**config.mk**
```make
export PLATFORM = sky130hd
export DESIGN_NAME = riscv_store_tag_unit
export DESIGN_NICKNAME = d
export VERILOG_FILES = /design/src/rtl/riscv_defines_pkg.sv /design/src/rtl/riscv_tag_wfifo.sv /design/src/rtl/riscv_store_tag_unit.sv
export SDC_FILE = /design/constraint.sdc
export NUM_CORES = 1
export LEC_CHECK = 0
export ABC_AREA = 1
export BUFFER_PORTS_ARGS = -buffer_cell sky130_fd_sc_hd__buf_2
export CORE_AREA = 3 3 82 84
export DETAILED_ROUTE_END_ITERATION = 10
export DIE_AREA = 0 0 85 87
export PLACE_DENSITY = 0.69
export SYNTH_ARGS = -nofsm -noshare
export SYNTH_HDL_FRONTEND = slang
export SYNTH_SLANG_ARGS = --single-unit
export TNS_END_PERCENT = 30
```
**constraint.sdc**
```tcl
create_clock -name clk -period 5.6 [get_ports clk]
set_input_delay 1.12 -clock clk [delete_from_list [all_inputs] [get_ports clk]]
set_output_delay 1.12 -clock clk [all_outputs]
set_load 0.005 [all_outputs]
```
**src/rtl/riscv_defines_pkg.sv**
```systemverilog
// Shared constants and types for the store-tag propagation path.
package riscv_defines;

  localparam int unsigned TAG_WIDTH_DEFAULT = 1;

  typedef enum logic {
    TAG_IDLE = 1'b0,
    TAG_REQ  = 1'b1
  } tag_state_e;

endpackage

```
**src/rtl/riscv_tag_wfifo.sv**
```systemverilog
// Generic power-of-two depth FIFO holding pending tag writes; head is read from registered storage.
module riscv_tag_wfifo #(
  parameter int unsigned WIDTH = 31,
  parameter int unsigned DEPTH = 2
) (
  input  logic                       clk,
  input  logic                       rst,
  input  logic                       push,
  input  logic                       pop,
  input  logic [WIDTH-1:0]           wdata,
  output logic [WIDTH-1:0]           rdata,
  output logic                       full,
  output logic                       empty,
  output logic [$clog2(DEPTH):0]     count
);

  localparam int unsigned PTR_W = $clog2(DEPTH);
  localparam int unsigned CNT_W = PTR_W + 1;

  logic [WIDTH-1:0] mem [DEPTH];
  logic [PTR_W-1:0] rd_ptr;
  logic [PTR_W-1:0] wr_ptr;
  logic             do_push;
  logic             do_pop;

  assign full    = (count == CNT_W'(DEPTH));
  assign empty   = (count == '0);
  assign do_push = push & ~full;
  assign do_pop  = pop & ~empty;
  assign rdata   = mem[rd_ptr];

  // Pointers wrap naturally because DEPTH is a power of two.
  always_ff @(posedge clk) begin
    if (rst) begin
      rd_ptr <= '0;
      wr_ptr <= '0;
      count  <= '0;
    end else begin
      if (do_push) wr_ptr <= wr_ptr + PTR_W'(1);
      if (do_pop)  rd_ptr <= rd_ptr + PTR_W'(1);
      count <= count + CNT_W'(do_push) - CNT_W'(do_pop);
    end
  end

  always_ff @(posedge clk) begin
    if (do_push) mem[wr_ptr] <= wdata;
  end

endmodule

```
**src/rtl/riscv_store_tag_unit.sv**
```systemverilog
// EX-stage store-tag unit: merges operand tags under decoder enables, buffers the write,
// and issues it to tag memory over req/gnt while back-pressuring ID when full.
module riscv_store_tag_unit
  import riscv_defines::*;
#(
  parameter int unsigned ADDR_WIDTH = 32,
  parameter int unsigned TAG_WIDTH  = TAG_WIDTH_DEFAULT,
  parameter int unsigned DEPTH      = 2
) (
  input  logic                  clk,
  input  logic                  rst,
  input  logic                  id_valid_i,
  input  logic                  is_store_i,
  input  logic                  enable_a_i,
  input  logic                  enable_b_i,
  input  logic [TAG_WIDTH-1:0]  tag_rs1_i,
  input  logic [TAG_WIDTH-1:0]  tag_rs2_i,
  input  logic [ADDR_WIDTH-1:0] addr_i,
  input  logic                  flush_i,
  output logic                  ex_ready_o,
  output logic                  tag_req_o,
  input  logic                  tag_gnt_i,
  output logic [ADDR_WIDTH-1:0] tag_addr_o,
  output logic [TAG_WIDTH-1:0]  tag_wdata_o,
  output logic                  busy_o
);

  localparam int unsigned WORD_W  = ADDR_WIDTH - 2;
  localparam int unsigned ENTRY_W = WORD_W + TAG_WIDTH;
  localparam int unsigned CNT_W   = $clog2(DEPTH) + 1;

  tag_state_e           state;
  tag_state_e           state_next;
  logic                 push;
  logic                 pop;
  logic                 full;
  logic                 empty;
  logic [CNT_W-1:0]     count;
  logic [CNT_W-1:0]     count_next;
  logic [TAG_WIDTH-1:0] wdata;
  logic [ENTRY_W-1:0]   wentry;
  logic [ENTRY_W-1:0]   head;
  logic                 unused_addr_lsbs;

  assign unused_addr_lsbs = ^addr_i[1:0];

  // Both enables low still yields a zero tag, so every store clears any stale tag.
  assign wdata  = ({TAG_WIDTH{enable_a_i}} & tag_rs1_i) | ({TAG_WIDTH{enable_b_i}} & tag_rs2_i);
  assign wentry = {addr_i[ADDR_WIDTH-1:2], wdata};

  assign push = id_valid_i & is_store_i & ex_ready_o & ~flush_i;
  assign pop  = (state == TAG_REQ) & tag_gnt_i;

  riscv_tag_wfifo #(
    .WIDTH (ENTRY_W),
    .DEPTH (DEPTH)
  ) u_wfifo (
    .clk   (clk),
    .rst   (rst),
    .push  (push),
    .pop   (pop),
    .wdata (wentry),
    .rdata (head),
    .full  (full),
    .empty (empty),
    .count (count)
  );

  always_ff @(posedge clk) begin
    if (rst) state <= TAG_IDLE;
    else     state <= state_next;
  end

  // Request follows occupancy after this cycle's push/pop; no same-cycle bypass of a fresh push.
  always_comb begin
    state_next = state;
    count_next = count + CNT_W'(push) - CNT_W'(pop);
    case (state)
      TAG_IDLE: if (count_next != '0) state_next = TAG_REQ;
      TAG_REQ:  if (pop) state_next = (count_next != '0) ? TAG_REQ : TAG_IDLE;
      default:  state_next = TAG_IDLE;
    endcase
  end

  // All outputs decode registered state only; none depends on tag_gnt_i.
  assign ex_ready_o  = ~full;
  assign busy_o      = ~empty;
  assign tag_req_o   = (state == TAG_REQ);
  assign tag_addr_o  = tag_req_o ? {head[ENTRY_W-1:TAG_WIDTH], 2'b00} : '0;
  assign tag_wdata_o = tag_req_o ? head[TAG_WIDTH-1:0] : '0;

endmodule

```
# Word-level counts from Yosys, hierarchy flattened
# Memories as Yosys holds them, arrays and structs flattened. A register that Yosys moved wholly into a read port is not among the register bits.
# Index checks and enable logic that the tools add are counted.
# totals
word_cells,36
n_memories,1
reg_bits,5
mem_bits_rw,62
# mem_list
memory,depth,word_bits,rd,rd_ports_with_merged_regs,write_ports,line,text
u_wfifo.mem,2,31,1,1,1,riscv_tag_wfifo.sv:20,logic [WIDTH-1:0] mem [DEPTH];
# classes
n_eq_ne,1
reduce_logical,2
n_mux,9
add_sub_neg,6
bitwise_logic,13
# ops
operator,n
32-bit two-way mux,1
1-bit bitwise AND,8
1-bit two-way mux,7
2-bit by 1-bit adder with 2-bit output,2
1-bit NOT,4
2-bit by 1-bit subtractor with 2-bit output,2
1-bit adder (second input constant),2
2-bit equality test (second input constant),1
2-bit logical NOT,1
1-bit one-hot mux with 2 select lines,1
2-bit nonzero test,1
1-bit OR,1

# Longest topological paths before layout
# Gate-level depths: netlist (run 1).
# logic_depth
word_depth,10
mapped_depth,10
ltp_nobuf,10

# By module
# Synthesis (run 1) repeated with hierarchy kept, for this count alone.
# unflattened
hier_cells,231
hier_area_um2,2912.8
# modules_own_cells
mod,cells_each,area_per_inst_um2,n_inst,seq_area_each_um2
riscv_tag_wfifo,135,2496.1,1,1961.9
riscv_store_tag_unit,96,416.6,1,20.0

# Least setup slack after synthesis (run 1)
# Ideal clock, no wire load.
# synth_path
kind,input-to-reg
start,input id_valid_i
end,"memory u_wfifo.mem[0][0], enable pin"
setup_time_ns,0.419
path_buffers,0
arrival_time_ns,2.673
slack_ns,2.508
cell_stages,4
required_time_ns,5.181
path_cell_list,nand2_1 -> nor2_1 -> nand2_1 -> nor2_1
# synth_between
elab_chain_len,6
# synth_lines
item,line,text
from (decl),riscv_store_tag_unit.sv:12,"input logic id_valid_i,"
1-bit bitwise AND (3 in series),riscv_store_tag_unit.sv:51,assign push = id_valid_i & is_store_i & ex_ready_o & ~flush_i;
1-bit bitwise AND,riscv_tag_wfifo.sv:28,assign do_push = push & ~full;
1-bit two-way mux,riscv_tag_wfifo.sv:46,if (do_push) mem[wr_ptr] <= wdata;
1-bit two-way mux (not written as such),riscv_tag_wfifo.sv:46,
to (decl),riscv_tag_wfifo.sv:20,
# Every way passes these cells.

==> results.yml, run 1 <==
global_route:
  grt_pass1_wl_mm: 8.18
  grt.overflow.total: 0
  grt_pass1_vias: 1751
  grtUsageTotal_pct: 14.8
  grt_antenna_before_repair: 0
  grt_start_max_net_pins: 35
detailed_routing:
  vias: 1779
  wl_per_cell_microns: 13.5
  drc: 0
  drtAntennaViolNets: 0
  drtIter0Drc: 78
  via_per_inst: 4.69
  first_pass_iters: 4
  wl_mm: 5.10
clocking:
  clock-sinks: 68
  cts_root_buf: "clkbuf_8"
  cts_resized: 0
  postCtsHoldBufs: 0
  htree_levels: 3
  cts_buffers: 9
  postCtsSetupBuffers: 0
  clk_pin_slew_worst_paths_ns: 0.06
  clk_latency_ns: 0.33
  clockBufferDepth: 2
  tritoncts: "yes"
synthesis:
  synthCells: 224
  postSynthAreaPerCell_sq_um: 12.0
  yosys.area.top_type: "edfxtp_1"
  ys_seq_area_share_pct: 73.7
  yosysWarnings: 0
  yosysTopAreaCellShare_pct: 69.2
  synth-seq-cells: 68
  netlist_area_sq_um: 2690
  synth_area_leaders: "edfxtp_1, nor2_1, o21ai_0"
  ys_types: 18
sta:
  period_needed_ns: 3.17
  timing.fmax_ghz: 0.315
  finClkSkew_ns: 0.00932
  fin_crit_sh_pct: 56.6
  drv_slew: 0
  final-hold-violation-count: 0
  slew_headroom_pct: 26.2
  setup_viol: 0
  worstMarginPinSlew_ns: 1.10
  rsz0062_at_grt: "no"
  setup_tns_ns: 0
placed_design:
  post_dp_cell_area_sq_um: 3120
  place_inst: 364
  place_congestion: 0.750
  post-dp-hpwl_mm: 3.18
  port_buffers: 73
final_layout:
  final_cell_mix: "buf_2, nor2_1, edfxtp_1"
  multiInputGateArea_sq_um: 603
  n_fill_cell: 517
  drive_above_1_share_pct: 29.6
  areaGrowthSynthToFinish_pct: 21.3
  ff_latch_area_sq_um: 1980
  num_antenna_cells: 0
  layout.cells.non_filler: 379
  layout_commonest_cell: "buf_2"
  final_area_sq_um: 3260
  nNetsFinal: 346
worst_setup_path:
  cp_data_required_time_ns: 4.48
  critical_path_arrival_ns: 2.05
  critPathSlowestCell: "inv_1"
  cp_max_fo: 32
  path_cells: "buf_4, inv_1, nor2_1, nor2_1, buf_2"
  worst_setup_path_end_kind: "output port"
  cp_slowest_stage_delay_ns: 0.80
  startpoint_type: "register"
  worst_path_dominant_cell_family: "buffers and inverters"
  crit_buf_inv: 3
  path_class: "reg2out"
  crit_path_frequent_cell: "nor2_1"
power_and_ir_drop:
  p_clk_share_pct: 31.0
  internal-power_uw: 776
  netSwitchingPower_uw: 243
  worst_ir_drop_vdd_uv: 160
  power_frac_comb_pct: 11.3
  power_density_nw_per_um2: 312
  power_leakage_nw: 1.43
  switching_share_pct: 23.9
  pwr-share-seq_pct: 57.7
die:
  io-pin-count: 78
  die_w_microns: 85
  core_area_sq_um: 5990
  initial_core_util_pct: 44.9
  dieHeight_microns: 87
  dieArea_sq_um: 7400
  rows: 28
worst_hold_path:
  min_path_type: "reg2reg"
status:
  status: "finished, final reports clean"
job:
  max_cap_violations: 0
-- worst paths after layout --
| path | to | from | cells after the start | slack (ns) |
|---|---|---|---|---|
| hold / removal | u_wfifo.rd_ptr | u_wfifo.rd_ptr | 2 | 0.51 |
| hold reg to reg | u_wfifo.rd_ptr | u_wfifo.rd_ptr | 2 | 0.51 |
| setup / recovery | tag_wdata_o | register | 5 | 2.43 |
| setup reg to reg | u_wfifo.count[1] | tag_req_o | 9 | 3.34 |
-- cells in the mapped netlist (all sizes together) --
master / n
inv: 15
nor2: 72
clkbuf: 3
edfxtp: 62
a21oi: 2
dfxtp: 6
xnor2: 1
nand2: 15
a22o: 1
ha: 4
o21ai: 31
buf: 8
nand3: 3
conb: 1
-- worst min-delay path, cell delays in order (launching register included) --
cell,delay (ns)
dfxtp_1,0.33
nor2_1,0.06
nor2_1,0.09
-- power by group through the flow --
stage | clock [mW] | combinational, mW | sequential (mW)
6_report | 0.316 | 0.115 | 0.588
5_1_grt | 0.350 | 0.133 | 0.591
4_1_cts | 0.328 | 0.119 | 0.588
3_5_place_dp | 0 | 0.118 | 0.599
3_3_place_gp | 0 | 0.115 | 0.599
2_1_floorplan | 0 | 0.0696 | 0.585
-- cells by family after synthesis --
kind of cell    Yosys count  share of synthesized area, %
compound gates           34                          6.88
other cells               1                         0.139
fa+ha+maj                 4                          1.86
xor+xnor                  1                         0.326
flops                    68                          73.7
simple gates             90                          12.8
buf+inv                  26                          4.33
-- sequential cells by signal (all words and copies together), names as in the netlist, named ones only --
name and flops:
u_wfifo.mem 62, u_wfifo.count 2, tag_req_o 1, u_wfifo.rd_ptr 1, u_wfifo.wr_ptr 1
-- through the flow --
| stage | setup slack, ns | utilization (%) | hold slack [ns] | power (mW) |
|---|---|---|---|---|
| final | 2.43 | 54.5 | 0.512 | 1.02 |
| after global routing | 2.17 | 54.5 | 0.557 | 1.07 |
| after CTS | 2.33 | 54.5 | 0.518 | 1.03 |
| after detailed placement | 2.69 | 52.0 | 0.500 | 0.717 |
| after global placement | 2.71 | 52.0 | 0.481 | 0.714 |
| after floorplan | 2.51 | - | 0.462 | 0.654 |
-- routing by layer --
| layer | part of all wire [%] | GRT usage [%] | vias up |
|---|---|---|---|
| li1 | - | - | 902 |
| met5 | 0 | 0 | - |
| met1 | 41 | 16.6 | 823 |
| met3 | 5.2 | 4.26 | 8 |
| met4 | 1.8 | 6.91 | 0 |
| met2 | 52 | 26.0 | 46 |
-- area by class of cell --
class	count	share of cell area, %
sequential	68	60.7
multi-input combinational	131	18.5
timing repair buffer	75	11.7
clock buffer	11	4.02
tap	75	2.87
inverter	15	1.72
clock inverter	4	0.537
No activity file was read; power rests on OpenSTA's default activity.
==> run 2, diff against run 1 <==
PLACE_DENSITY = 0.72   (was 0.69)
clock period = 2.7 ns   (was 5.6 ns; I/O delays follow)
==> results.yml, run 2 (synthesis results as in run 1) <==
final_layout:
  layout_commonest_cell: "buf_2"
  n_fill_cell: 493
  final_cell_mix: "buf_2, nor2_1, edfxtp_1"
  num_antenna_cells: 0
  largest_register_ffs: 62
  reg_top3: "u_wfifo.mem: 62 flops, u_wfifo.count: 2 flops"
  nNetsFinal: 352
  largest-register: "u_wfifo.mem"
  drive_above_1_share_pct: 31.5
  areaGrowthSynthToFinish_pct: 24.8
detailed_routing:
  drtAntennaViolNets: 0
  first_pass_iters: 4
  via_per_inst: 4.67
  wl_mm: 5.17
  wl_per_cell_microns: 13.4
  drc: 0
  drtIter0Drc: 78
  vias: 1802
worst_setup_path:
  critical_path_arrival_ns: 1.48
  timing.rr.start: "tag_req_o"
  cp_data_required_time_ns: 2.16
  path_class: "reg2out"
  startpoint_type: "register"
  worst_setup_path_end_kind: "output port"
  cp_max_fo: 20
clocking:
  clock-sinks: 68
  clk_latency_ns: 0.33
  postCtsHoldBufs: 0
  clockBufferDepth: 2
  cts_resized: 0
  tritoncts: "yes"
  postCtsSetupBuffers: 0
  cts_root_buf: "clkbuf_8"
  clk_pin_slew_worst_paths_ns: 0.07
  htree_levels: 3
  cts_buffers: 9
placed_design:
  post-dp-hpwl_mm: 3.39
  pre_cts_slack_ns: 0.936
  place_congestion: 0.681
  port_buffers: 73
global_route:
  grt_pass1_wl_mm: 8.41
  grt_start_max_net_pins: 32
  grt_antenna_before_repair: 0
  grt_pass1_vias: 1799
  grt.overflow.total: 0
  grtUsageTotal_pct: 15.0
job:
  max_cap_violations: 0
sta:
  setup_tns_ns: 0
  finClkSkew_ns: 0.00658
  final-hold-violation-count: 0
  period_needed_ns: 2.02
  finalWorstSetupSlack_ns: 0.676
  timing.fmax_ghz: 0.494
  fin_crit_sh_pct: 74.9
  drv_slew: 0
  setup_viol: 0
  rsz0062_at_grt: "no"
worst_hold_path:
  min_from: "rst"
  min_path_type: "in2reg"
die:
  dieArea_sq_um: 7400
  io-pin-count: 78
  dieHeight_microns: 87
  initial_core_util_pct: 44.9
  core_area_sq_um: 5990
  die_w_microns: 85
  rows: 28
status:
  status: "finished, final reports clean"
power_and_ir_drop:
  power_leakage_nw: 1.48
  power_density_nw_per_um2: 669
  worst_ir_drop_vdd_uv: 464
run 2: layout make-up:
| class | count | area [sq um] | area share, % |
|---|---|---|---|
| Tap cell | 75 | 93.8 | 2.80 |
| Clock buffer | 11 | 131 | 3.91 |
| Inverter | 15 | 56.3 | 1.68 |
| Multi-Input combinational cell | 131 | 603 | 18.0 |
| Timing Repair Buffer | 81 | 438 | 13.0 |
| Clock inverter | 5 | 52.6 | 1.57 |
| Sequential cell | 68 | 1980 | 59.0 |
run 2: power breakdown:
part	leakage, nW	internal [mW]	switching, mW
Sequential	0.612	1.18	0.00798
Clock	0.0947	0.422	0.352
Combinational	0.773	0.123	0.163
run 2: final timing paths:
kind / to / slack, ns / cells after the start
worst min register to register: register / 0.52 / 2
worst min-delay path: u_wfifo.count[0] / 0.38 / 2
worst max register to register: u_wfifo.count[1] / 1.03 / 10
worst max-delay path: tag_addr_o[29] / 0.68 / 5
run 2: per-layer routing:
| metal | vias up | global-route usage (%) | part of all wire (%) |
|---|---|---|---|
| met5 | - | 0 | 0 |
| met3 | 9 | 4.45 | 6.0 |
| met1 | 821 | 18.4 | 43 |
| met2 | 57 | 24.7 | 50 |
| li1 | 915 | - | - |
| met4 | 0 | 6.47 | 1.6 |
run 2: through the flow:
step           area [sq um]  hold slack (ns)  total power [mW]  util, %  std cells
2_1_floorplan          2690            0.462              1.36        -        225
3_3_place_gp           3170            0.480              1.50     53.0        370
3_5_place_dp           3170            0.498              1.50     53.0        370
4_1_cts                3360            0.359              2.28     56.0        386
5_1_grt                3360            0.359              2.37     56.0        386
6_report               3360            0.375              2.25     56.0        386
run 2: critical path, stage by stage, from the launching register on:
cell	delay, ns
dfxtp_1	0.31
inv_1	0.34
buf_12	0.22
nor2_1	0.06
nor2_1	0.11
buf_2	0.12
==> run 3, diff against run 2 <==
PLACE_DENSITY = 0.69   (was 0.72)
clock period = 1.9 ns   (was 2.7 ns; I/O delays follow)
==> results.yml, run 3 (synthesis results as in run 1) <==
status:
  status: "finished, final reports clean"
power_and_ir_drop:
  power_density_nw_per_um2: 939
  power_leakage_nw: 1.48
  finalPower_mw: 3.17
  worst_ir_drop_vdd_uv: 526
global_route:
  grt_pass1_wl_mm: 8.14
  grt.overflow.total: 0
  grt_start_max_net_pins: 25
  grtUsageTotal_pct: 14.5
  grt_pass1_vias: 1818
  grt_antenna_before_repair: 0
worst_setup_path:
  crit_buf_inv: 2
  r2r_cells: 9
  path_cells: "buf_4, o21ai_0, nor2_1, buf_2"
  worst_setup_path_end_kind: "output port"
  cp_data_required_time_ns: 1.52
  timing.rr.start: "u_wfifo.count[1]"
  path_class: "reg2out"
  startpoint: "tag_req_o"
  timing.rr.end: "u_wfifo.count[1]"
  worst_path_dominant_cell_family: "buffers and inverters"
  startpoint_type: "register"
  critical_path_arrival_ns: 1.36
  regToRegSetupSlack_ns: 0.39
  cp_slowest_stage_delay_ns: 0.38
  cp_max_fo: 24
  critPathSlowestCell: "dfxtp_1"
sta:
  whs_ns: 0.228
  period_needed_ns: 1.74
  finalWorstSetupSlack_ns: 0.160
  drv_slew: 0
  final-hold-violation-count: 0
  setup_viol: 0
  rsz0062_at_grt: "no"
  timing.fmax_ghz: 0.575
  setup_tns_ns: 0
  finClkSkew_ns: 0.00573
  fin_crit_sh_pct: 91.6
placed_design:
  post-dp-hpwl_mm: 3.39
  pre_cts_slack_ns: 0.290
  place_congestion: 0.780
  port_buffers: 73
clocking:
  htree_levels: 3
  clk_pin_slew_worst_paths_ns: 0.07
  clk_latency_ns: 0.32
  postCtsHoldBufs: 0
  clockBufferDepth: 2
  postCtsSetupBuffers: 0
  tritoncts: "yes"
  cts_root_buf: "clkbuf_8"
  cts_resized: 0
  cts_buffers: 9
  clock-sinks: 68
worst_hold_path:
  min_from: "rst"
  min_delay_path_depth: 2
  whs_endpoint: "u_wfifo.count[0]"
  min_path_type: "in2reg"
job:
  max_cap_violations: 0
detailed_routing:
  first_pass_iters: 4
  drtAntennaViolNets: 0
  drtIter0Drc: 64
  via_per_inst: 4.73
  drc: 0
  wl_per_cell_microns: 13.1
  vias: 1837
  wl_mm: 5.08
final_layout:
  num_antenna_cells: 0
  largest_register_ffs: 62
  final_cell_mix: "buf_2, nor2_1, edfxtp_1"
  nNetsFinal: 354
  layout_commonest_cell: "buf_2"
  areaGrowthSynthToFinish_pct: 25.7
  n_fill_cell: 523
  largest-register: "u_wfifo.mem"
  drive_above_1_share_pct: 31.6
  reg_top3: "u_wfifo.mem: 62 flops, u_wfifo.count: 2 flops"
die:
  rows: 28
  die_w_microns: 85
  dieHeight_microns: 87
  initial_core_util_pct: 44.9
  core_area_sq_um: 5990
  dieArea_sq_um: 7400
  io-pin-count: 78
run 3: cell type report:
type | instances | area (sq um) | area share (%)
sequential | 68 | 1980 | 58.6
inverter | 15 | 56.3 | 1.66
tap | 75 | 93.8 | 2.77
clock buffer | 9 | 124 | 3.66
clock inverter | 7 | 57.6 | 1.70
multi-input combinational | 131 | 603 | 17.8
timing repair buffer | 83 | 465 | 13.8
run 3: routing by layer:
layer  track usage, %  share of wire (%)  vias up  wire length (microns)
met3             3.97                6.3        8                    318
li1                 -                  -      928                      -
met5                0                  0        -                      0
met4             6.91                1.3        0                     65
met2             25.7                 52       59                   2640
met1             16.0                 40      842                   2050
run 3: power breakdown:
group	switching (mW)	total [mW]	internal [mW]
Sequential	0.0150	1.69	1.67
Combinational	0.229	0.406	0.177
Clock	0.494	1.08	0.586
run 3: per-stage QoR:
| step | util, % | area [sq um] | cells |
|---|---|---|---|
| 6_report | 56.5 | 3380 | 388 |
| 5_1_grt | 56.5 | 3380 | 388 |
| 4_1_cts | 56.5 | 3380 | 388 |
| 3_5_place_dp | 53.4 | 3200 | 372 |
| 3_3_place_gp | 53.4 | 3200 | 372 |
| 2_1_floorplan | - | 2700 | 225 |
run 3: how the worst max path moves through the flow:
stage,endpoint,slack [ns],cells after the start
floorplan,u_wfifo.mem[0][0],0.06,4
global placement,tag_req_o,0.32,10
detailed placement,tag_req_o,0.29,10
CTS,tag_wdata_o,0.10,4
global route,tag_wdata_o,0.02,4
finish,tag_addr_o[30],0.16,4
